[src/rtl/cas_writer.sv]
// Cassette-save capture: measures FSK cycle periods on the SVI tape-write level,
// frames the decoded bits into bytes and writes them sequentially into a capture RAM.
module cas_writer #(
  parameter int unsigned AW         = 16,
  parameter int unsigned SHORT_MIN  = 4000,
  parameter int unsigned LONG_THR   = 13333,
  parameter int unsigned GAP_MAX    = 26666,
  parameter int unsigned LEADER_MIN = 64
) (
  input  logic          clk_i,
  input  logic          reset_n_i,
  input  logic          clk_en_i,
  input  logic          tap_i,
  input  logic          motor_i,
  input  logic          rewind_i,
  output logic          wr_o,
  output logic [AW-1:0] addr_o,
  output logic [7:0]    data_o,
  output logic          full_o,
  output logic          ferr_o,
  output logic [1:0]    state_o
);

  localparam int unsigned CW = 16;
  localparam int unsigned LW = $clog2(LEADER_MIN + 1);

  typedef enum logic [1:0] {
    IDLE       = 2'd0,
    SYNC       = 2'd1,
    WAIT_START = 2'd2,
    DATA       = 2'd3
  } state_t;

  logic          tap_meta, tap_sync, tap_prev;
  logic          edge_c, glitch_c, sym_s_c, sym_l_c, gap_c;
  logic [CW-1:0] cnt_q;

  state_t        state_q, state_d;
  logic          half_q, half_d;
  logic [LW-1:0] lead_q, lead_d;
  logic [2:0]    bcnt_q, bcnt_d;
  logic [7:0]    shreg_q, shreg_d;
  logic [1:0]    stop_q, stop_d;
  logic          wr_q, wr_d;
  logic [7:0]    data_q, data_d;
  logic [AW-1:0] addr_q, addr_d;
  logic          full_q, full_d;
  logic          ferr_q, ferr_d;
  logic          bit_vld_c, bit_val_c, phase_err_c;

  // 2-flop synchronizer plus one stage for rising-edge detection
  always_ff @(posedge clk_i or negedge reset_n_i) begin
    if (!reset_n_i) begin
      tap_meta <= 1'b0;
      tap_sync <= 1'b0;
      tap_prev <= 1'b0;
    end else begin
      tap_meta <= tap_i;
      tap_sync <= tap_meta;
      tap_prev <= tap_sync;
    end
  end

  assign edge_c   = tap_sync & ~tap_prev;
  assign glitch_c = edge_c && (cnt_q < CW'(SHORT_MIN));
  assign sym_s_c  = edge_c && !glitch_c && (cnt_q < CW'(LONG_THR));
  assign sym_l_c  = edge_c && (cnt_q >= CW'(LONG_THR));
  assign gap_c    = clk_en_i && !edge_c && (cnt_q == CW'(GAP_MAX - 1));

  // Period counter: a glitch edge leaves it running so the real cycle is measured whole
  always_ff @(posedge clk_i or negedge reset_n_i) begin
    if (!reset_n_i)                               cnt_q <= '0;
    else if (edge_c && !glitch_c)                 cnt_q <= '0;
    else if (clk_en_i && cnt_q != CW'(GAP_MAX))   cnt_q <= cnt_q + CW'(1);
  end

  always_ff @(posedge clk_i or negedge reset_n_i) begin
    if (!reset_n_i) begin
      state_q <= IDLE;
      half_q  <= 1'b0;
      lead_q  <= '0;
      bcnt_q  <= '0;
      shreg_q <= '0;
      stop_q  <= '0;
      wr_q    <= 1'b0;
      data_q  <= '0;
      addr_q  <= '0;
      full_q  <= 1'b0;
      ferr_q  <= 1'b0;
    end else begin
      state_q <= state_d;
      half_q  <= half_d;
      lead_q  <= lead_d;
      bcnt_q  <= bcnt_d;
      shreg_q <= shreg_d;
      stop_q  <= stop_d;
      wr_q    <= wr_d;
      data_q  <= data_d;
      addr_q  <= addr_d;
      full_q  <= full_d;
      ferr_q  <= ferr_d;
    end
  end

  always_comb begin
    state_d     = state_q;
    half_d      = half_q;
    lead_d      = lead_q;
    bcnt_d      = bcnt_q;
    shreg_d     = shreg_q;
    stop_d      = stop_q;
    wr_d        = 1'b0;
    data_d      = data_q;
    addr_d      = addr_q;
    full_d      = full_q;
    ferr_d      = ferr_q;
    bit_vld_c   = 1'b0;
    bit_val_c   = 1'b0;
    phase_err_c = 1'b0;

    // Symbol to bit: L is a 0, a pair of S is a 1; S then L is a phase slip
    if (sym_s_c) begin
      if (half_q) begin
        bit_vld_c = 1'b1;
        bit_val_c = 1'b1;
        half_d    = 1'b0;
      end else begin
        half_d    = 1'b1;
      end
    end else if (sym_l_c) begin
      bit_vld_c = 1'b1;
      if (half_q) begin
        half_d      = 1'b0;
        phase_err_c = (state_q != SYNC);
      end
    end else if (gap_c) begin
      half_d = 1'b0;
    end

    // Address advances the cycle after a write; the last address sticks and raises full
    if (wr_q) begin
      if (addr_q == '1) full_d = 1'b1;
      else              addr_d = addr_q + AW'(1);
    end

    case (state_q)
      IDLE: begin
        if (motor_i) begin
          state_d = SYNC;
          lead_d  = '0;
        end
      end
      SYNC: begin
        if (gap_c) begin
          lead_d = '0;
        end else if (bit_vld_c) begin
          if (bit_val_c) begin
            if (lead_q != LW'(LEADER_MIN)) lead_d = lead_q + LW'(1);
          end else if (lead_q == LW'(LEADER_MIN)) begin
            state_d = DATA;
            bcnt_d  = '0;
          end else begin
            lead_d = '0;
          end
        end
      end
      DATA: begin
        if (gap_c || phase_err_c) begin
          ferr_d  = 1'b1;
          state_d = SYNC;
          lead_d  = '0;
        end else if (bit_vld_c) begin
          shreg_d = {bit_val_c, shreg_q[7:1]};
          bcnt_d  = bcnt_q + 3'd1;
          if (bcnt_q == 3'd7) begin
            state_d = WAIT_START;
            stop_d  = '0;
            wr_d    = !full_q;
            data_d  = {bit_val_c, shreg_q[7:1]};
          end
        end
      end
      WAIT_START: begin
        if (gap_c) begin
          state_d = SYNC;
          lead_d  = '0;
        end else if (phase_err_c) begin
          ferr_d  = 1'b1;
          state_d = SYNC;
          lead_d  = '0;
        end else if (bit_vld_c) begin
          if (bit_val_c) begin
            if (stop_q != 2'd3) stop_d = stop_q + 2'd1;
          end else if (stop_q >= 2'd2) begin
            state_d = DATA;
            bcnt_d  = '0;
          end else begin
            ferr_d  = 1'b1;
            state_d = SYNC;
            lead_d  = '0;
          end
        end
      end
      default: state_d = IDLE;
    endcase

    if (!motor_i) begin
      state_d = IDLE;
      half_d  = 1'b0;
      bcnt_d  = '0;
      wr_d    = 1'b0;
    end

    // Rewind overrides everything, including a byte completing this cycle
    if (rewind_i) begin
      state_d = motor_i ? SYNC : IDLE;
      half_d  = 1'b0;
      lead_d  = '0;
      bcnt_d  = '0;
      wr_d    = 1'b0;
      addr_d  = '0;
      full_d  = 1'b0;
      ferr_d  = 1'b0;
    end
  end

  assign wr_o    = wr_q;
  assign addr_o  = addr_q;
  assign data_o  = data_q;
  assign full_o  = full_q;
  assign ferr_o  = ferr_q;
  assign state_o = state_q;

endmodule

[config.mk]
export PLATFORM = sky130hd
export DESIGN_NAME = cas_writer
export DESIGN_NICKNAME = d
export VERILOG_FILES = /design/src/rtl/cas_writer.sv
export SDC_FILE = /design/constraint.sdc
export NUM_CORES = 1
export LEC_CHECK = 0
export BUFFER_PORTS_ARGS = -buffer_cell sky130_fd_sc_hd__buf_4
export CORE_UTILIZATION = 48
export CTS_CLUSTER_SIZE = 12
export DETAILED_ROUTE_END_ITERATION = 10
export PLACE_DENSITY = 0.67
export SLEW_MARGIN = 20
export SYNTH_ARGS = -nofsm -noshare
export SYNTH_HDL_FRONTEND = slang
export SYNTH_SLANG_ARGS = --single-unit
[constraint.sdc]
create_clock -name clk_i -period 2.9 [get_ports clk_i]
set_clock_uncertainty 0.2 [all_clocks]
set_input_delay 0.58 -clock clk_i [delete_from_list [all_inputs] [get_ports clk_i]]
set_output_delay 0.58 -clock clk_i [all_outputs]
set_load 0.01 [all_outputs]
* After elaboration in Yosys (flattened, before gate mapping)
Cells that the tools add are included.
Word-level totals: flip-flop bits (word level) 69, output and inout bits 29, input port bits 6, word-level logic and storage cells 190
Cells by class: eq/ne operators 49, add/subtract/negate cells 5, reduce and logical (&&, ||, !) cells 26, $lt $le $gt $ge 4, bitwise operators 3, mux-type cells 88
Operators with widths (number):
- 7-bit 2-to-1 mux | 13
- 16-bit 2-to-1 mux | 5
- 4-bit inequality test (second input constant) | 15
- 2-bit 2-to-1 mux | 22
- 3-bit 2-to-1 mux | 13
- 5-bit inequality test (second input constant) | 7
- 16-bit by 1-bit adder with 16-bit output (second input constant) | 2
- 1-bit 2-to-1 mux | 30
- 7-bit one-hot mux with 4 select lines | 1
- 2-bit inequality test (second input constant) | 10
- 16-bit by 15-bit equality test with 1-bit output (second input constant) | 1
- 16-bit equality test (second input constant) | 1
- 16-bit by 14-bit >= comparator with 1-bit output (second input constant) | 1
- 16-bit by 12-bit < comparator with 1-bit output (second input constant) | 1
- 16-bit by 14-bit < comparator with 1-bit output (second input constant) | 1
- 16-bit by 15-bit inequality test with 1-bit output (second input constant) | 1
- 8-bit AND reduction | 2
- 6-bit inequality test (second input constant) | 2
- 12-bit AND reduction | 1
- 5-bit by 1-bit inequality test with 1-bit output (second input constant) | 2
- 3-bit inequality test (second input constant) | 3
- 3-bit one-hot mux with 3 select lines | 1
- 9-bit AND reduction | 1
- 2-bit one-hot mux with 4 select lines | 1
- 24 further kinds | 38

* Depth between registers and ports, before layout
Gate-level depths: netlist of the first run.
word-level depth 14, depth in mapped cells 10, depth with buffers taken out 9

* Worst setup path before layout of the first run
No wires, ideal clock.
path kind register -> register, from register cnt_q[12], to register lead_q[5], data arrival time 2.263 ns, library setup time 0.121 ns, setup slack 0.316 ns, data required time 2.579 ns, stages on the path, launching flop included 10, path through dfrtp_1 nor4b_2 nand4_1 or3_1 buf_2 a31oi_1 nor3_1 or3_1 buf_6 a22o_1
Between the ends: word-level cells in the longest chain between the ends 11, elaborated cells on any way between the ends 31
Ends and longest elaborated chain:
- start: declaration | line 36 | logic [CW-1:0] cnt_q;
- start signal: assignment | line 74 | else if (clk_en_i && cnt_q != CW'(GAP_MAX)) cnt_q <= cnt_q + CW'(1);
- 16-bit by 12-bit < comparator with 1-bit output | line 65 | assign glitch_c = edge_c && (cnt_q < CW'(SHORT_MIN));
- 1-bit logical AND | line 65
- 1-bit logical NOT | line 66 | assign sym_s_c = edge_c && !glitch_c && (cnt_q < CW'(LONG_THR));
- 1-bit logical AND (2 in series) | line 66
- 1-bit 2-to-1 mux | line 122 | if (sym_s_c) begin
- 7-bit 2-to-1 mux | line 157 | if (bit_val_c) begin
- 7-bit 2-to-1 mux | line 156 | end else if (bit_vld_c) begin
- 7-bit 2-to-1 mux | line 154 | if (gap_c) begin
- 7-bit one-hot mux with 4 select lines | line 146 | case (state_q)
- 7-bit 2-to-1 mux | line 215 | if (rewind_i) begin
- end signal: assignment | line 93 | lead_q <= lead_d;
- end: declaration | line 40 | logic [LW-1:0] lead_q, lead_d;
Several ways; a longest one is shown, not always the timed one. The select of a mux whose other input is x is not followed. A chain may end at the register's enable or synchronous reset.

* Worst setup path after layout of the first run
from register cnt_q[11], to register bcnt_q[2]
Between the ends: word-level cells in the longest chain between the ends 9, elaborated cells on any way between the ends 26
Ends and longest elaborated chain:
- 16-bit by 12-bit < comparator with 1-bit output | line 65
- 1-bit logical AND | line 65
- 1-bit logical NOT | line 66
- 1-bit logical AND (2 in series) | line 66
- 1-bit 2-to-1 mux | line 122
- 1-bit logical OR | line 168 | if (gap_c || phase_err_c) begin
- 4-bit inequality test (no line)
- 12-bit AND reduction (no line) *
- end signal: assignment | line 94 | bcnt_q <= bcnt_d;
- end: declaration | line 41 | logic [2:0] bcnt_q, bcnt_d;
Every way passes the cells marked *; elsewhere a longest branch is shown, timed or not.

==> flow_summary.ini, run 1 <==
[run_status]
run_status = finished with violations
failed_checks = DRC

[setup_path]
worst_r2r_startpoint = cnt_q[11]$_DFFE_PN0P_
reg2regPathDepth = 7
crit_end_category = register
setup.worst_path.start = cnt_q[11]$_DFFE_PN0P_
required_ns = 2.96
cp_data_arrival_time_ns = 2.74
timing.critical_path.to = bcnt_q[2]$_DFFE_PN0P_
critPathKind = reg2reg
critPathBufInv = 0
start_kind = register
crit_chain = nor4b_1 > nand4_1 > a21oi_2 > or3_1 > a31oi_1 > a2bb2oi_1 > mux2i_1
critical_path_peak_fanout = 9
timing.critical_path.max_delay_family = simple AND/OR/NAND/NOR gates
worst_r2r_endpoint = bcnt_q[2]$_DFFE_PN0P_
rrSetupSlack_ns = 0.22
worstSetupPathDepth = 7
critical-path-max-stage-delay_ns = 0.45
crit_path_top_delay_cell = sky130_fd_sc_hd__dfrtp_1

[grt]
number_of_antenna_violations_at_the_first_check_in_global_routing = 0
grt_pass1_vias = 2595
grt_first_pass_wirelength_um = 11900
grt_util_all_layers = 0.201
overflow = 0
grt_start_max_net_pins = 69

[sta]
setup_violations = 0
worst_slew_pin_slew_ns = 0.857
hold_vio_cnt_final = 0
period_share = 0.925
max_freq_ghz = 0.373
fin_setup_tns_ns = 0
report.final.slew_viol_count = 0
worst_slew_margin_relative_to_its_limit = 0.429
postLayoutSetupSlackWorst_ns = 0.219
rsz0062_at_grt = false
finalCriticalPeriod_ns = 2.68

[layout]
final_layout_size_suffix_gt1_frac = 0.229
syn2layout_area_growth_pct = 17.3
n_antenna_cell = 0
finish.net_count = 418

[drt]
drtIter0Drc = 167
route.antenna.remaining_nets = 0
wl_per_cell_um = 14.0
drc_errors = 2
detailroute.via_count = 2705
routed_wire_length_um = 7060
drtPass1Iterations = 7
route.detailed.vias_per_inst = 5.36

[place]
dp_worst_setup_slack_ns = 0.0591
routabilityCongestion = 0.881
hpwlAfterDp_um = 4910
input_output_buffers = 34

[synth]
synth_top_area_cell = sky130_fd_sc_hd__dfrtp_1
syn-cell-area_sq_um = 3590
yosysWarnings = 0
mappedNetlistNets = 374
synth-edff-count = 0
synth_cells = 357
async_reset_ff_frac = 1.00
yosys.area.top_type_share = 0.474
ys.flop_type = sky130_fd_sc_hd__dfrtp_1
cell_types_occupying_the_most_area_after_synthesis = sky130_fd_sc_hd__dfrtp_1 (47%), sky130_fd_sc_hd__nor2_1 (5.3%), sky130_fd_sc_hd__mux2_2 (4.7%)
yosysSeqAreaShare = 0.474
synth.lib_cells_used.distinct = 56
synth_register_bits = 68
synth_area_per_cell_sq_um = 10.1

[pwr]
maximum_resistive_drop_on_vdd_mv = 0.410
power.share.combinational = 0.141
power.net_switching_mw = 0.582
power.switching_fraction = 0.274
power.sequential.fraction = 0.488
clock_power_share = 0.372
internal_power_mw = 1.54
p_per_area_nw_per_um2 = 504
leakagePower_nw = 1.97

[clocking]
clock_tree.buffer_depth = 2
tritoncts.num_buffers = 9
cts_hold_buf = 0
worstSkewPairLatency_ns = 0.35
clkSlewWorstSetupHoldPaths_ns = 0.07
tritoncts = done
clock-sinks = 68
postCtsSetupRepairBufs = 0
cts_max_level = 3
clockRootBuffer = sky130_fd_sc_hd__clkbuf_8
post_cts.resized_instances = 0

[floorplanning]
rows = 31
io_pins = 35
effective_utilization_at_floorplan = 0.495
core_region_area_sq_um = 7250
die_w_um = 88.5
die_area_sq_um = 7840
die-height_um = 88.5

[hold_path]
classification_of_the_worst_slack_hold_path = in2async

[job]
max_cap_violations = 0
## through the flow
step | instance area, sq um | total power, mW | cells | hold slack, ns | util
after floorplan | 3590 | 1.23 | 357 | 0.0844 | -
after global placement | 4000 | 1.35 | 489 | 0.136 | 0.551
after detailed placement | 4000 | 1.36 | 489 | 0.135 | 0.551
after CTS | 4200 | 2.15 | 505 | 0.128 | 0.579
after global routing | 4210 | 2.24 | 505 | 0.131 | 0.581
final | 4210 | 2.13 | 505 | 0.122 | 0.581
## registers in the layout, summed over array words and instances (netlist names)
signal	cells
lead_q	7
wr_o	1
tap_prev	1
stop_q	2
data_o	8
tap_meta	1
shreg_q	7
cnt_q	16
state_o	2
bcnt_q	3
tap_sync	1
ferr_o	1
addr_o	16
half_q	1
full_o	1
## cells by family (layout without fill, tap and decap cells)
family / Yosys count / in the layout / share of synthesized area
flip-flops: 68 / 68 / 0.474
buffers and inverters: 24 / 73 / 0.0289
multiplexers: 23 / 23 / 0.0693
XOR/XNOR: 27 / 27 / 0.0658
AO/OA/AOI/OAI: 56 / 56 / 0.110
adder cells (fa/ha/maj): 11 / 11 / 0.0383
AND/OR/NAND/NOR: 148 / 148 / 0.214
## metal layers
| layer | track usage | vias up | part of all wire |
|---|---|---|---|
| li1 | - | 1353 | - |
| met5 | 0 | - | 0 |
| met1 | 0.261 | 1302 | 0.48 |
| met4 | 0.0865 | 0 | 0.017 |
| met2 | 0.320 | 38 | 0.48 |
| met3 | 0.0485 | 12 | 0.031 |
## layout by cell type (no fill, tap or decap), types with 3 or more instances in the layout
cell type	synthesis	layout
sky130_fd_sc_hd__mux2i_1	8	8
sky130_fd_sc_hd__a31oi_1	6	6
sky130_fd_sc_hd__xor2_1	16	16
sky130_fd_sc_hd__a21oi_1	11	11
sky130_fd_sc_hd__nand4_1	10	10
sky130_fd_sc_hd__and3_1	6	6
sky130_fd_sc_hd__clkbuf_8	0	10
sky130_fd_sc_hd__ha_1	11	11
sky130_fd_sc_hd__o21ai_0	12	12
sky130_fd_sc_hd__nand2_1	22	22
sky130_fd_sc_hd__nor4_1	3	3
sky130_fd_sc_hd__a22o_1	4	4
sky130_fd_sc_hd__nor3_1	8	8
sky130_fd_sc_hd__nand3_1	11	11
sky130_fd_sc_hd__dfrtp_1	68	68
sky130_fd_sc_hd__nor2_1	51	51
sky130_fd_sc_hd__xnor2_1	11	11
sky130_fd_sc_hd__buf_4	0	45
sky130_fd_sc_hd__inv_1	12	12
sky130_fd_sc_hd__or3_1	9	7
sky130_fd_sc_hd__nand2b_1	4	4
sky130_fd_sc_hd__and2_1	4	4
sky130_fd_sc_hd__nor2b_1	7	7
sky130_fd_sc_hd__mux2_2	15	15
## cell type report
class | instances | area (sq um)
Clock buffer | 10 | 138
Clock inverter | 6 | 63.8
Fill cell | 632 | 3040
Inverter | 12 | 45.0
Multi-Input combinational cell | 265 | 1800
Sequential cell | 68 | 1700
Tap cell | 99 | 124
Timing Repair Buffer | 45 | 338
## worst min path at each step
| stage | from | to | slack, ns | cells after the start |
|---|---|---|---|---|
| finish | reset_n_i | lead_q[5]$_DFFE_PN0P_ | 0.12 | 1 |
| global route | tap_i | tap_meta$_DFF_PN0_ | 0.13 | 1 |
| CTS | tap_i | tap_meta$_DFF_PN0_ | 0.13 | 1 |
| detailed placement | tap_meta$_DFF_PN0_ | tap_sync$_DFF_PN0_ | 0.13 | 0 |
| global placement | tap_meta$_DFF_PN0_ | tap_sync$_DFF_PN0_ | 0.14 | 0 |
| floorplan | reset_n_i | addr_o[0]$_DFFE_PN0P_ | 0.08 | 0 |
## synth_stat cells (2+ instances only)
master / n
sky130_fd_sc_hd__or3_1: 9
sky130_fd_sc_hd__nor4_1: 3
sky130_fd_sc_hd__o41ai_1: 2
sky130_fd_sc_hd__mux2_2: 15
sky130_fd_sc_hd__nand3b_1: 2
sky130_fd_sc_hd__nor3_1: 8
sky130_fd_sc_hd__o2111ai_1: 2
sky130_fd_sc_hd__o21ai_0: 12
sky130_fd_sc_hd__xor2_1: 16
sky130_fd_sc_hd__ha_1: 11
sky130_fd_sc_hd__nand2_1: 22
sky130_fd_sc_hd__xnor2_1: 11
sky130_fd_sc_hd__nand3_1: 11
sky130_fd_sc_hd__o21a_1: 2
sky130_fd_sc_hd__a31oi_1: 6
sky130_fd_sc_hd__mux2i_1: 8
sky130_fd_sc_hd__a21oi_1: 11
sky130_fd_sc_hd__dfrtp_1: 68
sky130_fd_sc_hd__nand4_1: 10
sky130_fd_sc_hd__o31ai_1: 2
sky130_fd_sc_hd__and2_1: 4
sky130_fd_sc_hd__clkbuf_1: 6
sky130_fd_sc_hd__nor2_1: 51
sky130_fd_sc_hd__buf_2: 4
sky130_fd_sc_hd__inv_1: 12
sky130_fd_sc_hd__o21ba_2: 2
sky130_fd_sc_hd__a22o_1: 4
sky130_fd_sc_hd__nor2b_1: 7
sky130_fd_sc_hd__and3_1: 6
sky130_fd_sc_hd__nand2b_1: 4
## power groups by stage
stage	Sequential [mW]	Combinational [mW]	Clock, mW
2_1_floorplan	1.06	0.172	0
5_1_grt	1.04	0.347	0.845
6_report	1.04	0.299	0.790
3_3_place_gp	1.05	0.294	0
3_5_place_dp	1.06	0.298	0
4_1_cts	1.04	0.300	0.813
Note: power is estimated with default switching activity, not from simulation.
==> run 2: changes to the inputs <==
Settings changed: PLACE_DENSITY 0.67 to unset, PLACE_DENSITY_LB_ADDON set to 0.05.
==> run 2 against run 1 <==
  * The flow now finishes without violations
  * Cell count grew 0.79%
  * Non-clock buffer count grew 4
  * Die area is the same
  * Global-route usage grew 0.55 points
  * Maximum frequency shrank 1.1%
  * Sequential power is essentially flat
  * Register-to-register slack lost 0.03 ns
  * Sequential share of layout area shrank 0.42 points
  * Critical endpoint is now lead_q[3]$_DFFE_PN0P_
  * Highest routed layer unchanged
==> flow_summary.ini, run 2 (same netlist as run 1, synthesis figures left out) <==
[run_status]
run_status = finished, final reports clean

[floorplanning]
die_w_um = 88.5
io_pins = 35
effective_utilization_at_floorplan = 0.495
rows = 31
die_area_sq_um = 7840
core_region_area_sq_um = 7250
die-height_um = 88.5

[pwr]
clock_power_share = 0.398
power.net_switching_mw = 0.596
maximum_resistive_drop_on_vdd_mv = 0.386
power.sequential.fraction = 0.474
power.switching_fraction = 0.271
internal_power_mw = 1.60
leakagePower_nw = 2.00
p_per_area_nw_per_um2 = 517
power.share.combinational = 0.129

[layout]
syn2layout_area_growth_pct = 18.5
final_core_utilization = 0.587
final_common_cell = sky130_fd_sc_hd__dfrtp_1
final_layout_size_suffix_gt1_frac = 0.232
finish.net_count = 422
n_antenna_cell = 0
layout_common_cells = sky130_fd_sc_hd__dfrtp_1 (68), sky130_fd_sc_hd__nor2_1 (51), sky130_fd_sc_hd__buf_4 (49), sky130_fd_sc_hd__nand2_1 (22), sky130_fd_sc_hd__xor2_1 (16)
finish.cell_count_without_fillers = 509

[setup_path]
crit_end_category = register
worst_r2r_startpoint = cnt_q[0]$_DFFE_PN0P_
required_ns = 3.00
cp_data_arrival_time_ns = 2.81
critPathKind = reg2reg
rrSetupSlack_ns = 0.19
critical_path_peak_fanout = 9
worst_r2r_endpoint = lead_q[3]$_DFFE_PN0P_
timing.critical_path.to = lead_q[3]$_DFFE_PN0P_
setup.worst_path.start = cnt_q[0]$_DFFE_PN0P_
start_kind = register
reg2regPathDepth = 10

[drt]
route.detailed.vias_per_inst = 5.35
wl_per_cell_um = 14.2
drtIter0Drc = 180
drtPass1Iterations = 4
routed_wire_length_um = 7220
detailroute.via_count = 2723
route.antenna.remaining_nets = 0
drc_errors = 0

[place]
number_of_cells_after_detailed_placement = 493
hpwlAfterDp_um = 5040
routabilityCongestion = 0.864
dp_worst_setup_slack_ns = 0.136
input_output_buffers = 34

[grt]
global_route.peak_usage_layer = met2
groute.layer.met1.usage = 0.268
grt_pass1_vias = 2630
met2_usage = 0.339
overflow = 0
grtUsageMet3 = 0.0336
grt_first_pass_wirelength_um = 12300
number_of_antenna_violations_at_the_first_check_in_global_routing = 0
grt_util_all_layers = 0.206
grt_start_max_net_pins = 69

[sta]
report.final.slew_viol_count = 0
rsz0062_at_grt = false
finalCriticalPeriod_ns = 2.71
fin_hold_ws_ns = 0.130
period_share = 0.935
setup_violations = 0
fin_setup_tns_ns = 0
worst_slew_pin_slew_ns = 0.833
hold_vio_cnt_final = 0
max_freq_ghz = 0.369
postLayoutSetupSlackWorst_ns = 0.188
worst_slew_margin_relative_to_its_limit = 0.445

[job]
max_cap_violations = 0

[clocking]
clock_tree.buffer_depth = 2
clkSlewWorstSetupHoldPaths_ns = 0.08
tritoncts.num_buffers = 9
postCtsSetupRepairBufs = 0
clock-sinks = 68
cts_hold_buf = 0
clockRootBuffer = sky130_fd_sc_hd__clkbuf_8
post_cts.resized_instances = 0
worstSkewPairLatency_ns = 0.35
tritoncts = done
cts_max_level = 3

[hold_path]
classification_of_the_worst_slack_hold_path = in2async
## run 2: area by class of cell
cell class,count,area (sq um)
Fill cell,662,3000
Multi-Input combinational cell,265,1800
Sequential cell,68,1700
Timing Repair Buffer,49,368
Clock buffer,9,124
Tap cell,99,124
Clock inverter,7,97.6
Inverter,12,45.0
## run 2: worst min path at each step
stage	from	to	cells after the start
2_1_floorplan	reset_n_i	addr_o[0]$_DFFE_PN0P_	0
3_3_place_gp	tap_meta$_DFF_PN0_	tap_sync$_DFF_PN0_	0
3_5_place_dp	tap_meta$_DFF_PN0_	tap_sync$_DFF_PN0_	0
4_1_cts	tap_i	tap_meta$_DFF_PN0_	1
5_1_grt	tap_i	tap_meta$_DFF_PN0_	1
6_report	reset_n_i	lead_q[3]$_DFFE_PN0P_	1
## run 2: per-stage QoR
stage               instance area [sq um]  total power [mW]
detailed placement                   4030              1.34
global placement                     4030              1.34
CTS                                  4250              2.23
finish                               4260              2.20
global route                         4260              2.31
floorplan                            3590              1.23
## run 2: power groups by stage
stage               clock [mW]  sequential (mW)  combinational [mW]
floorplan                    0             1.06               0.172
global placement             0             1.06               0.281
detailed placement           0             1.06               0.280
CTS                      0.901             1.04               0.281
global route             0.936             1.05               0.321
finish                   0.875             1.04               0.283
## run 2: routing by layer
metal / vias up / part of all wire
li1: 1362 / -
met1: 1307 / 0.46
met2: 42 / 0.49
met3: 12 / 0.030
met4: 0 / 0.020
met5: - / 0
## run 2: worst max-delay path, cell delays in order (launching register included)
cell and delay, ns:
sky130_fd_sc_hd__dfrtp_1 0.41, sky130_fd_sc_hd__inv_1 0.12, sky130_fd_sc_hd__ha_1 0.16, sky130_fd_sc_hd__nor2b_1 0.04, sky130_fd_sc_hd__o21ai_0 0.23, sky130_fd_sc_hd__a21oi_2 0.10, sky130_fd_sc_hd__buf_4 0.16, sky130_fd_sc_hd__or3_1 0.54
sky130_fd_sc_hd__nor3_4 0.35, sky130_fd_sc_hd__a21oi_1 0.10, sky130_fd_sc_hd__o21ba_2 0.23
